**src/rtl/unit_arbiter_pkg.sv**
```systemverilog
// rtl/unit_arbiter_pkg.sv - shared types for the unit bus arbiter
package unit_arbiter_pkg;

  localparam int WORD_W = 32;

  typedef logic [WORD_W-1:0] word_t;

  typedef enum logic [1:0] {
    UNIT_SEL_NONE = 2'd0,
    UNIT_SEL_ALU  = 2'd1,
    UNIT_SEL_MUL  = 2'd2,
    UNIT_SEL_MEM  = 2'd3
  } unit_sel_t;

  // Advance a thread index by one with wrap to zero.
  function automatic int wrap_inc(input int idx, input int n);
    return (idx + 1 >= n) ? 0 : idx + 1;
  endfunction

endpackage

```
**src/rtl/unit_arbiter_rr_pick.sv**
```systemverilog
// rtl/unit_arbiter_rr_pick.sv - rotated priority scan, one-hot grant
module rr_pick #(
  parameter int N  = 4,
  parameter int IW = 2
) (
  input  logic [N-1:0]  req_i,
  input  logic [IW-1:0] start_i,
  output logic [N-1:0]  gnt_o
);

  logic [IW:0]   sum;
  logic [IW-1:0] idx;
  logic          found;

  // First requester at or above start_i, wrapping past the top index.
  always_comb begin
    gnt_o = '0;
    found = 1'b0;
    sum   = '0;
    idx   = '0;
    for (int i = 0; i < N; i++) begin
      sum = {1'b0, start_i} + (IW+1)'(i);
      if (sum >= (IW+1)'(N)) begin
        sum = sum - (IW+1)'(N);
      end
      idx = sum[IW-1:0];
      if (!found && req_i[idx]) begin
        gnt_o[idx] = 1'b1;
        found      = 1'b1;
      end
    end
  end

endmodule

```
**src/rtl/unit_arbiter.sv**
```systemverilog
// rtl/unit_arbiter.sv - zero-latency round-robin arbiter with bounded lock
module unit_arbiter
  import unit_arbiter_pkg::*;
#(
  parameter int N_THREADS = 4,
  parameter int LOCK_MAX  = 8
) (
  input  logic                 clk,
  input  logic                 rst,
  input  logic [N_THREADS-1:0] t_req,
  input  logic [N_THREADS-1:0] t_lock,
  input  unit_sel_t            t_sel  [N_THREADS],
  input  word_t                t_ctrl [N_THREADS],
  input  word_t                t_in   [N_THREADS][2],
  output logic [N_THREADS-1:0] t_gnt,
  output word_t                t_out,
  output unit_sel_t            unit_sel,
  output word_t                unit_ctrl,
  output word_t                unit_in [2],
  input  word_t                unit_out
);

  localparam int IW = (N_THREADS > 1) ? $clog2(N_THREADS) : 1;
  localparam int CW = $clog2(LOCK_MAX + 1);

  logic [IW-1:0]        ptr_q, ptr_d;
  logic [IW-1:0]        owner_q, owner_d;
  logic                 owner_vld_q, owner_vld_d;
  logic [CW-1:0]        lock_cnt_q, lock_cnt_d;
  // Set for the one cycle after a forced release so the former owner
  // cannot immediately grab the lock back.
  logic                 rls_q, rls_d;

  logic [N_THREADS-1:0] rr_gnt, gnt;
  logic [IW-1:0]        gnt_idx;
  logic [CW-1:0]        lock_base;
  logic                 owner_hold, gnt_any, lock_ok;

  rr_pick #(
    .N  (N_THREADS),
    .IW (IW)
  ) u_rr_pick (
    .req_i   (t_req),
    .start_i (ptr_q),
    .gnt_o   (rr_gnt)
  );

  // Lock holder wins while it keeps requesting; otherwise round-robin.
  always_comb begin
    owner_hold = owner_vld_q && t_req[owner_q];
    gnt        = '0;
    if (!rst) begin
      if (owner_hold) begin
        gnt[owner_q] = 1'b1;
      end else begin
        gnt = rr_gnt;
      end
    end
    gnt_any = |gnt;
    gnt_idx = '0;
    for (int i = 0; i < N_THREADS; i++) begin
      if (gnt[i]) begin
        gnt_idx = IW'(i);
      end
    end
  end

  // Forward the granted thread's request to the shared units.
  always_comb begin
    unit_sel   = UNIT_SEL_NONE;
    unit_ctrl  = '0;
    unit_in[0] = '0;
    unit_in[1] = '0;
    for (int i = 0; i < N_THREADS; i++) begin
      if (gnt[i]) begin
        unit_sel   = t_sel[i];
        unit_ctrl  = t_ctrl[i];
        unit_in[0] = t_in[i][0];
        unit_in[1] = t_in[i][1];
      end
    end
  end

  assign t_gnt = gnt;
  assign t_out = unit_out;

  // Pointer and lock bookkeeping for the next cycle.
  always_comb begin
    ptr_d       = ptr_q;
    owner_d     = owner_q;
    owner_vld_d = owner_vld_q;
    lock_cnt_d  = lock_cnt_q;
    rls_d       = 1'b0;
    lock_base   = owner_hold ? lock_cnt_q : '0;
    lock_ok     = t_lock[gnt_idx] && !(rls_q && (gnt_idx == owner_q));
    if (!gnt_any) begin
      owner_vld_d = 1'b0;
      lock_cnt_d  = '0;
    end else begin
      if (!owner_hold) begin
        ptr_d = IW'(wrap_inc(int'(gnt_idx), N_THREADS));
      end
      if (lock_ok) begin
        owner_d = gnt_idx;
        if (int'(lock_base) + 1 >= LOCK_MAX) begin
          // Lock budget spent: release and put the owner last in line.
          owner_vld_d = 1'b0;
          lock_cnt_d  = '0;
          ptr_d       = IW'(wrap_inc(int'(gnt_idx), N_THREADS));
          rls_d       = 1'b1;
        end else begin
          owner_vld_d = 1'b1;
          lock_cnt_d  = lock_base + CW'(1);
        end
      end else begin
        owner_vld_d = 1'b0;
        lock_cnt_d  = '0;
      end
    end
  end

  // State registers with asynchronous reset.
  always_ff @(posedge clk or posedge rst) begin
    if (rst) begin
      ptr_q       <= '0;
      owner_q     <= '0;
      owner_vld_q <= 1'b0;
      lock_cnt_q  <= '0;
      rls_q       <= 1'b0;
    end else begin
      ptr_q       <= ptr_d;
      owner_q     <= owner_d;
      owner_vld_q <= owner_vld_d;
      lock_cnt_q  <= lock_cnt_d;
      rls_q       <= rls_d;
    end
  end

endmodule

```
**config.mk**
```make
export PLATFORM = sky130hd
export DESIGN_NAME = unit_arbiter
export DESIGN_NICKNAME = d
export VERILOG_FILES = /design/src/rtl/unit_arbiter_pkg.sv /design/src/rtl/unit_arbiter_rr_pick.sv /design/src/rtl/unit_arbiter.sv
export SDC_FILE = /design/constraint.sdc
export NUM_CORES = 1
export LEC_CHECK = 0
export CAP_MARGIN = 20
export CORE_AREA = 4 4 222 224
export CTS_CLUSTER_DIAMETER = 60
export DETAILED_ROUTE_END_ITERATION = 16
export DIE_AREA = 0 0 226 228
export RECOVER_POWER = 100
export SLEW_MARGIN = 20
export SYNTH_ARGS = -nofsm -noshare
export SYNTH_HDL_FRONTEND = slang
export SYNTH_SLANG_ARGS = --single-unit
```
**constraint.sdc**
```tcl
create_clock -name clk -period 6.4 [get_ports clk]
set_input_delay 0.96 -clock clk [delete_from_list [all_inputs] [get_ports clk]]
set_output_delay 0.96 -clock clk [all_outputs]
set_load 0.03 [all_outputs]
```
After elaboration in Yosys (flattened, before gate mapping) --
Index checks and enable logic that the tools add are counted.
Word-level totals: bits in registers 10, input bits 434, logic and storage cells 117
Operators by class: $add $sub $neg 10, magnitude comparators 17, equal/unequal tests 1, muxes and demuxes 64, bitwise operators 3, reduce and logical (&&, ||, !) cells 17
Operators by type and width (number):
- two-way mux 64 bit | 4
- two-way mux 32 bit | 4
- two-way mux 4 bit | 10
- two-way mux 2 bit | 14
- two-way mux 1 bit | 21
- less-than comparator 2 x 3 -> 1 bit (second input constant) | 6
- binary-select mux 1 bit (select 2 bit) | 6
- >= comparator 3 bit (second input constant) | 4
- bitwise OR 4 bit | 3
- logical AND 1 bit | 11
- demux 1 bit (select 2 bit) | 5
- >= comparator 2 x 1 -> 1 bit (second input constant) | 5
- subtractor 2 x 1 -> 2 bit (second input constant) | 4
- adder 2 x 1 -> 3 bit (second input constant) | 2
- adder 2 x 2 -> 3 bit (second input constant) | 2
- adder 4 x 1 -> 5 bit (second input constant) | 1
- >= comparator 5 x 4 -> 1 bit (second input constant) | 1
- adder 4 x 1 -> 4 bit (second input constant) | 1
- zero test 1 bit | 4
- OR reduction 4 bit | 1
- >= comparator 2 x 3 -> 1 bit (second input constant) | 1
- equality test 2 bit | 1
- AND reduction 2 bit | 1

Depth between registers and ports, before layout --
depth after elaboration 25, mapped depth 15, depth with buffers taken out 12

Cells and area by module --
Synthesis repeated with hierarchy kept, for this count alone.
Unflattened totals: cell total of the unflattened synthesis 713, area total of the unflattened synthesis 4500.6 µm²
Modules (own cells, without submodules):
- unit_arbiter | instances 1, cells an instance 683, area each 4197.8 µm², sequential area each 250.2 µm²
- rr_pick | instances 1, cells an instance 30, area each 302.8 µm², sequential area each 0.0 µm²

Least setup slack after synthesis --
OpenSTA, ideal clock, no wires.
path kind input -> output, start point input t_req[1], end point output unit_ctrl[25], arrival time 3.659 ns, data required time 5.440 ns, setup slack 1.781 ns, stages on the path 12, buffers on the path 4, cell sequence buf_2 mux4_2 nor2_1 a221oi_1 a311oi_2 nor2b_1 buf_2 buf_6 buf_4 a22oi_1 a211oi_1 a21o_1
On the way: cells in the longest elaborated chain, start to end 18
Ends and longest elaborated chain:
- from (decl) | RTL line unit_arbiter.sv:10 | input logic [N_THREADS-1:0] t_req,
- binary-select mux 1 bit (select 2 bit) | RTL line unit_arbiter_rr_pick.sv:27 | if (!found && req_i[idx]) begin
- two-way mux 1 bit (implied by the code) | RTL line unit_arbiter_rr_pick.sv:27
- two-way mux 1 bit | RTL line unit_arbiter_rr_pick.sv:27
- zero test 1 bit | RTL line unit_arbiter_rr_pick.sv:27
- logical AND 1 bit | RTL line unit_arbiter_rr_pick.sv:27
- two-way mux 1 bit | RTL line unit_arbiter_rr_pick.sv:27
- zero test 1 bit | RTL line unit_arbiter_rr_pick.sv:27
- logical AND 1 bit | RTL line unit_arbiter_rr_pick.sv:27
- two-way mux 1 bit | RTL line unit_arbiter_rr_pick.sv:27
- zero test 1 bit | RTL line unit_arbiter_rr_pick.sv:27
- logical AND 1 bit | RTL line unit_arbiter_rr_pick.sv:27
- two-way mux 4 bit | RTL line unit_arbiter_rr_pick.sv:27
- two-way mux 4 bit * | RTL line unit_arbiter.sv:53 | if (owner_hold) begin
- two-way mux 4 bit * | RTL line unit_arbiter.sv:52 | if (!rst) begin
- named net t_gnt[0] | RTL line unit_arbiter.sv:15 | output logic [N_THREADS-1:0] t_gnt,
- two-way mux 32 bit * (4 in series) | RTL line unit_arbiter.sv:75 | if (gnt[i]) begin
- to (decl) | RTL line unit_arbiter.sv:18 | output word_t unit_ctrl,
Mark *: on every way through the listed nets, which the timed path passes. The rest lies on a longest branch. The select of a mux whose other input is x is not followed.

==> impl_results.md <==
- IO buf count: 503
- Drt pass-1 iters: 5
- Actual slew at the worst max-slew pin: 1.02 ns
- Clock buffer count from CTS: 3
- Post_cts resized: 0
- Mapped Area: 4250 sq um
- Critical Path End Type: primary output
- Clock Path Buffers: 2
- Setup Crit Path Kind: in -> out
- Pin count of the biggest net entering global routing: 99
- Vias: 6,733
- Initial antenna violation count: 4
- H-Tree Depth: 1
- Final WL: 30,900 um
- CTS tree: yes
- Row count: 80
- Max cap viols: 0
- Placed cells: 1,647
- Outcome: completed
- Nets@finish: 1,481
- P&R area growth vs syn: 130%
- Fmax achieved: 164 MHz
- Share of layout cells above drive strength 1: 4.34%
- Initial core utilization: 8.98%
- Relative slew slack: 31.8%
- I/O pin total: 568
- Clk slew on worst S/H paths: 0.04 ns
- Main combinational cell family by area after synthesis: compound AO/OA/AOI/OAI gates
- DIE HEIGHT: 228 um
- Hold_buf cts: 0
- Yosys reg bits: 10
- Synth Warn #: 0
- Overall Global Routing Usage: 10.9%
- Placeable Area: 47,300 sq um
- Fin. max-slew vios: 0
- Placer Congestion: 0.829
- Synth top area share: 17.5%
- Most used DFF post-synth: dfrtp_1
- Post-synthesis adder-cell area fraction: 2.94%
- Worst skew pair latency: 0.24 ns
- Hold Path Class: reg -> reg
- Post-Syn Instances: 616
- DR WL/cell: 18.7 um
- Area contributors post-synth: a21o_1, a211oi_1, a22oi_1, nor2_1, buf_4
- Power density over the cells: 468 nW/um^2
- # DRC: 0
- Fin util: 20.7%
- Post-synth top area cell: a21o_1
- HPWL after detailed placement: 26,700 um
- Post-Synth Simple-Gate Area: 16.2%
- Die area: 51,500 sq um
- Synth cell types: 57
- DRT antenna net count: 0
- Max VDD drop: 194 uV
- Leak: 4.13 nW
- Syn Nets: 1,060
- Mux cell area share after synthesis: 2.65%
- Setup crit start kind: input port
- Filler cells: 5,324
- Root Driver: clkbuf_16
- Final non-filler cell total: 1,656
- XOR/XNOR Fraction of Synth Area: 0.412%
- Global-route wire length before repair: 43,100 um
- Sequential-to-total area share from yosys stat: 5.89%
- Minimum clock period: 6.11 ns
- Iter 0 DRT Violations: 211
- Vias per inst: 4.07
- Setup_tns: 0 ns
- Chip width: 226 um
- Compound-cell area share of the yosys netlist: 58.3%
- GRT overflow: 0
- Vias in the first global route: 6,955
- Tot Pwr: 0.00457 W
- Final Hold Fails: 0
- Post-CTS Setup Bufs: 0
- Num Clock Sinks: 10
- Tcrit/Tclk final: 95.4%
- RSZ-0062 raised after global routing: no
- Post-synth EDFFs: 0
- WP data arrival: 5.15 ns
- CP max FO: 62
- Req. time, crit path: 5.44 ns
- Clock skew: 0.00298 ns
- Async SR Flop Fraction: 100%
- Setup-failing EPs final: 0
- Avg Inst Size Synth: 6.90 sq um
==> layer usage <==
layer	share of wire (%)	GRT usage, %	vias to the layer above
met5	0	0	-
met2	51	20.9	403
met1	39	12.0	3099
met3	8.2	2.40	33
met4	2.4	2.57	0
li1	-	-	3198
==> registers in the layout (all words and copies together) (netlist names) <==
name         count
owner_vld_q      1
rls_q            1
ptr_q            2
owner_q          2
lock_cnt_q       4
==> metrics by stage <==
| stage | cell area, sq um | worst slack [ns] | hold slack [ns] |
|---|---|---|---|
| floorplan | 4250 | 1.78 | 0.564 |
| global placement | 10100 | 0.553 | 0.596 |
| detailed placement | 10100 | 0.478 | 0.608 |
| CTS | 10200 | 0.477 | 0.617 |
| global route | 9770 | 0.144 | 0.645 |
| finish | 9780 | 0.294 | 0.614 |
==> path summary, 6_finish.rpt <==
| path | from | end | slack, ns | depth (start not counted) |
|---|---|---|---|---|
| max | t_req[1] | unit_in[52] | 0.29 | 9 |
| min in group asynchronous | rst | ptr_q[0] | 1.32 | 2 |
| max in group asynchronous | rst | lock_cnt_q[3] | 4.79 | 2 |
| min | lock_cnt_q[3] | lock_cnt_q[3] | 0.61 | 2 |
| max reg2reg | ptr_q[0] | owner_q[0] | 1.65 | 12 |
| min reg2reg | lock_cnt_q[3] | lock_cnt_q[3] | 0.61 | 2 |
==> cells in the mapped netlist (all sizes together), types with 2 or more instances <==
cell type and count:
inv 8, nor4 3, nor3 4, o31ai 3
o21ai 4, o21a 2, nand3 2, nor3b 2
a22oi 98, buf 56, dfrtp 10, or2 2
and3b 3, mux2i 3, and4 2, a211oi 99
clkbuf 47, a21oi 3, nor2 108, a221o 2
nand3b 2, ha 10, and3 5, nor2b 3
a21o 99, mux4 3, nand4 2, a311oi 2
nand2 10
==> layout make-up <==
type                    instances  area [sq um]  share of cell area (%)
diodes                          5          12.5                   0.128
multi-input cells             495          3420                    35.0
clock buffers                   4          88.8                   0.909
well taps                     615           769                    7.87
inverters                       8          30.0                   0.307
repair buffers                519          5200                    53.2
flip-flops and latches         10           250                    2.56
==> layout by cell type (no fill, tap or decap), types with 3 or more instances in the layout <==
master,netlist,routed
nor2_1,108,108
a22oi_1,98,98
diode_2,0,5
clkbuf_16,0,3
a211oi_1,98,98
nor3_1,4,4
clkdlybuf4s50_1,0,434
buf_12,0,16
a21o_1,99,99
a21oi_1,3,3
ha_1,10,10
and3b_1,3,3
dlygate4sd3_1,0,27
buf_4,35,9
dfrtp_1,10,10
mux4_2,3,3
clkbuf_2,0,5
and3_1,5,5
clkbuf_1,47,20
nor4_1,2,3
inv_1,7,8
mux2i_1,3,3
dlymetal6s2s_1,0,8
nand2_1,10,9
==> cells by family after synthesis <==
family / after synthesis
compound gates: 323
xor+xnor: 2
fa+ha+maj: 10
buf+inv: 111
flops: 10
mux: 7
simple gates: 153
==> critical path: stages <==
cell and delay [ns]:
dlygate4sd3_1 0.70, mux4_2 0.61, o31a_1 0.28, a311oi_2 0.42, a31o_1 0.84, buf_12 0.35
a211oi_1 0.08, a21o_1 0.16, dlygate4sd3_1 0.68
==> power breakdown <==
group          internal [W]  switching [W]
clock             0.0000940      0.0000301
sequential        0.0000794      0.0000335
combinational       0.00177        0.00257
(Power assumes the default switching activity.)
